===== src/rtl/mips_regfile_param.sv =====
// Parameterised MIPS-style register file: two combinational read ports, one
// byte-masked write port, and a sequential clear FSM that zeroes every entry.

module mips_regfile_lane (
  input  logic [7:0] old_byte,
  input  logic [7:0] new_byte,
  input  logic       en,
  output logic [7:0] merged
);
  assign merged = en ? new_byte : old_byte;
endmodule

module mips_regfile_param #(
  parameter int DATA_W   = 32,
  parameter int ADDR_W   = 5,
  parameter int ZERO_REG = 1
) (
  input  logic                clk,
  input  logic                rst_n,
  input  logic [ADDR_W-1:0]   read_reg_1,
  input  logic [ADDR_W-1:0]   read_reg_2,
  output logic [DATA_W-1:0]   read_data_1,
  output logic [DATA_W-1:0]   read_data_2,
  input  logic [ADDR_W-1:0]   write_reg,
  input  logic [DATA_W-1:0]   write_data,
  input  logic                signal_reg_write,
  input  logic [DATA_W/8-1:0] byte_en,
  input  logic                clear_req,
  output logic                ready
);
  localparam int DEPTH     = 1 << ADDR_W;
  localparam int NUM_LANES = DATA_W / 8;

  typedef enum logic {CLEAR = 1'b0, READY = 1'b1} state_t;

  state_t              state_q, state_d;
  logic [ADDR_W-1:0]   clr_idx_q, clr_idx_d;
  logic                ready_q, ready_d;
  logic [DATA_W-1:0]   mem_q [DEPTH];

  logic [NUM_LANES-1:0][7:0] wr_old, wr_new, wr_merged;
  logic                      wr_zero_hit;
  logic                      wr_en;

  assign wr_old      = mem_q[write_reg];
  assign wr_new      = write_data;
  assign wr_zero_hit = (ZERO_REG != 0) && (write_reg == '0);
  // A clear request on the same edge takes priority and the write is lost.
  assign wr_en = (state_q == READY) && signal_reg_write && !clear_req && !wr_zero_hit;

  for (genvar g = 0; g < NUM_LANES; g++) begin : g_lane
    mips_regfile_lane u_lane (
      .old_byte (wr_old[g]),
      .new_byte (wr_new[g]),
      .en       (byte_en[g]),
      .merged   (wr_merged[g])
    );
  end

  always_comb begin
    state_d   = state_q;
    clr_idx_d = clr_idx_q;
    case (state_q)
      CLEAR: begin
        clr_idx_d = clr_idx_q + ADDR_W'(1);
        if (clr_idx_q == ADDR_W'(DEPTH - 1)) state_d = READY;
      end
      READY: begin
        if (clear_req) begin
          state_d   = CLEAR;
          clr_idx_d = '0;
        end
      end
      default: begin
        state_d   = CLEAR;
        clr_idx_d = '0;
      end
    endcase
    ready_d = (state_d == READY);
  end

  always_ff @(posedge clk or negedge rst_n) begin
    if (!rst_n) begin
      state_q   <= CLEAR;
      clr_idx_q <= '0;
      ready_q   <= 1'b0;
    end else begin
      state_q   <= state_d;
      clr_idx_q <= clr_idx_d;
      ready_q   <= ready_d;
    end
  end

  // Storage carries no reset; its contents are defined by the clear sweep.
  always_ff @(posedge clk) begin
    if (state_q == CLEAR)
      mem_q[clr_idx_q] <= '0;
    else if (wr_en)
      mem_q[write_reg] <= wr_merged;
  end

  assign ready = ready_q;

  always_comb begin
    read_data_1 = '0;
    if (state_q == READY && !((ZERO_REG != 0) && (read_reg_1 == '0))) begin
      if (wr_en && (read_reg_1 == write_reg)) read_data_1 = wr_merged;
      else                                    read_data_1 = mem_q[read_reg_1];
    end
  end

  always_comb begin
    read_data_2 = '0;
    if (state_q == READY && !((ZERO_REG != 0) && (read_reg_2 == '0))) begin
      if (wr_en && (read_reg_2 == write_reg)) read_data_2 = wr_merged;
      else                                    read_data_2 = mem_q[read_reg_2];
    end
  end

endmodule


===== config.mk =====
export PLATFORM = sky130hd
export DESIGN_NAME = mips_regfile_param
export DESIGN_NICKNAME = d
export VERILOG_FILES = /design/src/rtl/mips_regfile_param.sv
export SDC_FILE = /design/constraint.sdc
export NUM_CORES = 2
export LEC_CHECK = 0
export ABC_AREA = 0
export CAP_MARGIN = 20
export CORE_MARGIN = 2
export CORE_UTILIZATION = 30
export CTS_BUF_LIST = sky130_fd_sc_hd__clkbuf_16
export DETAILED_ROUTE_END_ITERATION = 12
export SETUP_SLACK_MARGIN = 0.3
export SLEW_MARGIN = 40
export SYNTH_ARGS = -nofsm -noshare
export SYNTH_HDL_FRONTEND = slang
export SYNTH_SLANG_ARGS = --single-unit

===== constraint.sdc =====
create_clock -name clk -period 3.2 [get_ports clk]
set_input_delay 0.64 -clock clk [delete_from_list [all_inputs] [get_ports clk]]
set_output_delay 0.64 -clock clk [all_outputs]
set_load 0.02 [all_outputs]

==> reports/metrics.cfg <==
[sta]
hold_viol = 0
rsz0062_at_grt = yes
setup_ws_ns = -0.428
drv_slew = 0
tightest_slew_ns = 0.666
fin_crit_sh_pct = 113
slew_headroom_pct = 55.5
final.setup.tns_ns = -19.04
min_period_ns = 3.63
fmax_mhz = 276
setup_violations = 64
fin_skew_ns = 0.0435

[global_route]
grt_use_total_pct = 23.4
grt_pass1_wl_um = 317000
met1_usage_pct = 28.9
antenna_found_initial = 4
grt_pass1_vias = 41200
gr-total-overflow = 0
top_usage_layer = met2
grtUsageMet3_pct = 4.82
grt_max_degree = 33
globalRouteMet2Util_pct = 37.2

[synth]
syn-instance-count = 3097
syn-num-nets = 3154
synth_area_leaders = edfxtp_1, mux4_2, mux2i_1
synth_top_area_share_pct = 54.7
yosysSeqAreaShare_pct = 55.0
yosysMostFrequentCell = edfxtp_1
synthXorXnorAreaFrac_pct = 0.187
synth_ff_type = edfxtp_1
async_flop_share_pct = 0.583
synth_fa_ha_area_share_pct = 0.0445
synth-edff-count = 1024
post_synth.cell_area_avg_um2 = 18.2
synth_compound_area_share_pct = 6.63
synth.ff_latch_count = 1030
ys_top_cells_by_count = edfxtp_1, mux4_2, clkbuf_1
yosysWarnings = 0
synth.cell_area_mm2 = 0.0562
ys_types = 53
synth_top_cell_by_area = edfxtp_1
synth-simple-area-share_pct = 2.49
synth_top_family_by_area = multiplexers
synth_mux_area_share_pct = 33.1

[critical_path]
reg2reg_slack_ns = 0.36
path_common_cell = mux4_2
endpoint_kind = output port
crit_type = reg -> out
startpoint_type = register
crit_arrival_ns = 2.99
cp_max_fo = 2
rr_worst_depth = 15
slowest_stage = mux4_2
path_cells = mux4_2, mux4_2, o311ai_4, o22ai_1, buf_4, buf_6
path_buf_inv = 2
worstReg2RegStart = mem_q[1][7]$_DFFE_PP_
cp.required_ns = 2.56
rr_endpoint = mem_q[25][7]$_DFFE_PP_
critPathTopFamily = multiplexers
cpPeakStageDelay_ns = 0.52

[power_and_ir_drop]
power_w = 0.0416
pwr-share-clk_pct = 31.4
internal-power_w = 0.0290
p_sw_w = 0.0126
swShare_pct = 30.3
p_leak_nw = 26.7
seq_power_share_pct = 41.4
powerDensity_mw_per_mm2 = 537
vdd_drop_max_v = 0.000523
combPwrFrac_pct = 27.2

[floorplanning]
ios = 120
core_area_mm2 = 0.186
dieArea_mm2 = 0.191
die_w_um = 437
start_util_pct = 30.3
rows = 158
chipHeight_um = 437

[min_path]
hp-class = in -> async

[cells_and_area]
final_core_util_pct = 41.7
synthToLayoutAreaGrowth_pct = 37.9
nets = 4093
drive_gt1_share_pct = 58.0
final_area_mm2 = 0.0775
stdcell_count = 6611
fill_cells = 16300

[placement]
place_area_mm2 = 0.0681
dp.cells = 6126
gp_congestion = 0.921
dpl.hpwl_um = 152000
portBuffers = 119

[clock_network]
clk_pin_slew_worst_paths_ns = 0.07
htree_num_levels = 3
insertion_delay_ns = 0.76
postCtsHoldBufs = 0
clockBufferDepth = 3
cts_sinks = 1030
cts_buffers = 106
cts_tree = done
ctsRootBufferMaster = clkbuf_16

[detailed_routing]
avgRoutedWirePerCell_um = 35.0
postRouteAntennaNets = 0
vias_per_cell = 6.25
num_vias = 41300
drt_iter0_markers = 5448
totalWireLength_um = 231000
drc = 0
firstDrtPassIters = 6

[status]
status = complete, but fails checks
violations = negative setup slack

[flow_run]
drv_cap = 0

## state kept, by name (all words and copies together) (netlist names)
register,count
clr_idx_q,5
mem_q,1024
ready,1
## layout by cell type, fill, tap and decap left out, drive strengths merged, types with 38 or more instances in the layout
master and n:
a221oi 92, buf 1086, clkbuf 118, clkdlybuf4s50 38
clkinv 45, edfxtp 1024, mux2 62, mux2i 158
mux4 724, nor2 100, o211ai 63, o21ai 77
o221ai 80, o22ai 147
## cell families (layout without fill, tap and decap cells)
family	count (synthesis)	in the layout
AOI/OAI and AO/OA	515	515
xor gates and xnor gates	12	12
adders and majority gates	2	2
buffers and inverters	320	1349
DFF	1030	1030
muxes	944	944
other	0	5
and+or+nand+nor	274	274
## layout make-up
class	count	area (um^2)	share of cell area, %
clock buffer	108	2700	3.49
inverter	11	43.8	0.0565
antenna	5	12.5	0.0161
clock inverter	90	900	1.16
timing repair buffer	1140	13400	17.4
sequential	1030	30900	39.9
tap	2480	3100	4.00
multi-input combinational	1747	26400	34.0
## timing repair
action | in CTS | in global routing
pin swaps | 67 | 71
setup buffers | 181 | 78
cloned | 12 | 11
resized for setup | 640 | 199
setup endpoints to repair | 96 | 160
## through the flow
step                      hold WS, ns  worst slack (ns)
after floorplan                 0.344           -0.0204
after global placement          0.545             -1.69
after detailed placement        0.558             -1.26
after CTS                       0.154            -0.462
after global routing            0.213            -0.458
final                           0.193            -0.428
## per-layer routing
layer  part of all wire [%]  vias to the layer above  wire length, um
met3                     11                      730            24300
li1                       -                    15800                -
met4                    7.6                        4            17600
met2                     47                     2988           108000
met5                  0.010                        -               23
met1                     35                    21800            81200
## power groups by stage
stage	Combinational [W]	Clock, W	Sequential [W]
2_1_floorplan	0.00495	0	0.0172
3_3_place_gp	0.00991	0	0.0174
3_5_place_dp	0.00993	0	0.0175
4_1_cts	0.0107	0.0131	0.0172
5_1_grt	0.0115	0.0136	0.0173
6_report	0.0113	0.0131	0.0172
## how the worst max path moves through the flow
stage | depth (start not counted) | slack (ns) | startpoint | endpoint
5_1_grt | 11 | -0.46 | ready$_DFF_PN0_ | read_data_2[0]
3_3_place_gp | 10 | -1.69 | write_reg[3] | read_data_1[4]
3_5_place_dp | 10 | -1.26 | write_reg[1] | read_data_1[23]
6_report | 6 | -0.43 | mem_q[23][30]$_DFFE_PP_ | read_data_2[30]
4_1_cts | 6 | -0.46 | mem_q[23][30]$_DFFE_PP_ | read_data_2[30]
2_1_floorplan | 7 | -0.02 | read_reg_2[0] | read_data_2[20]
Note: power is estimated with default switching activity, not from simulation.
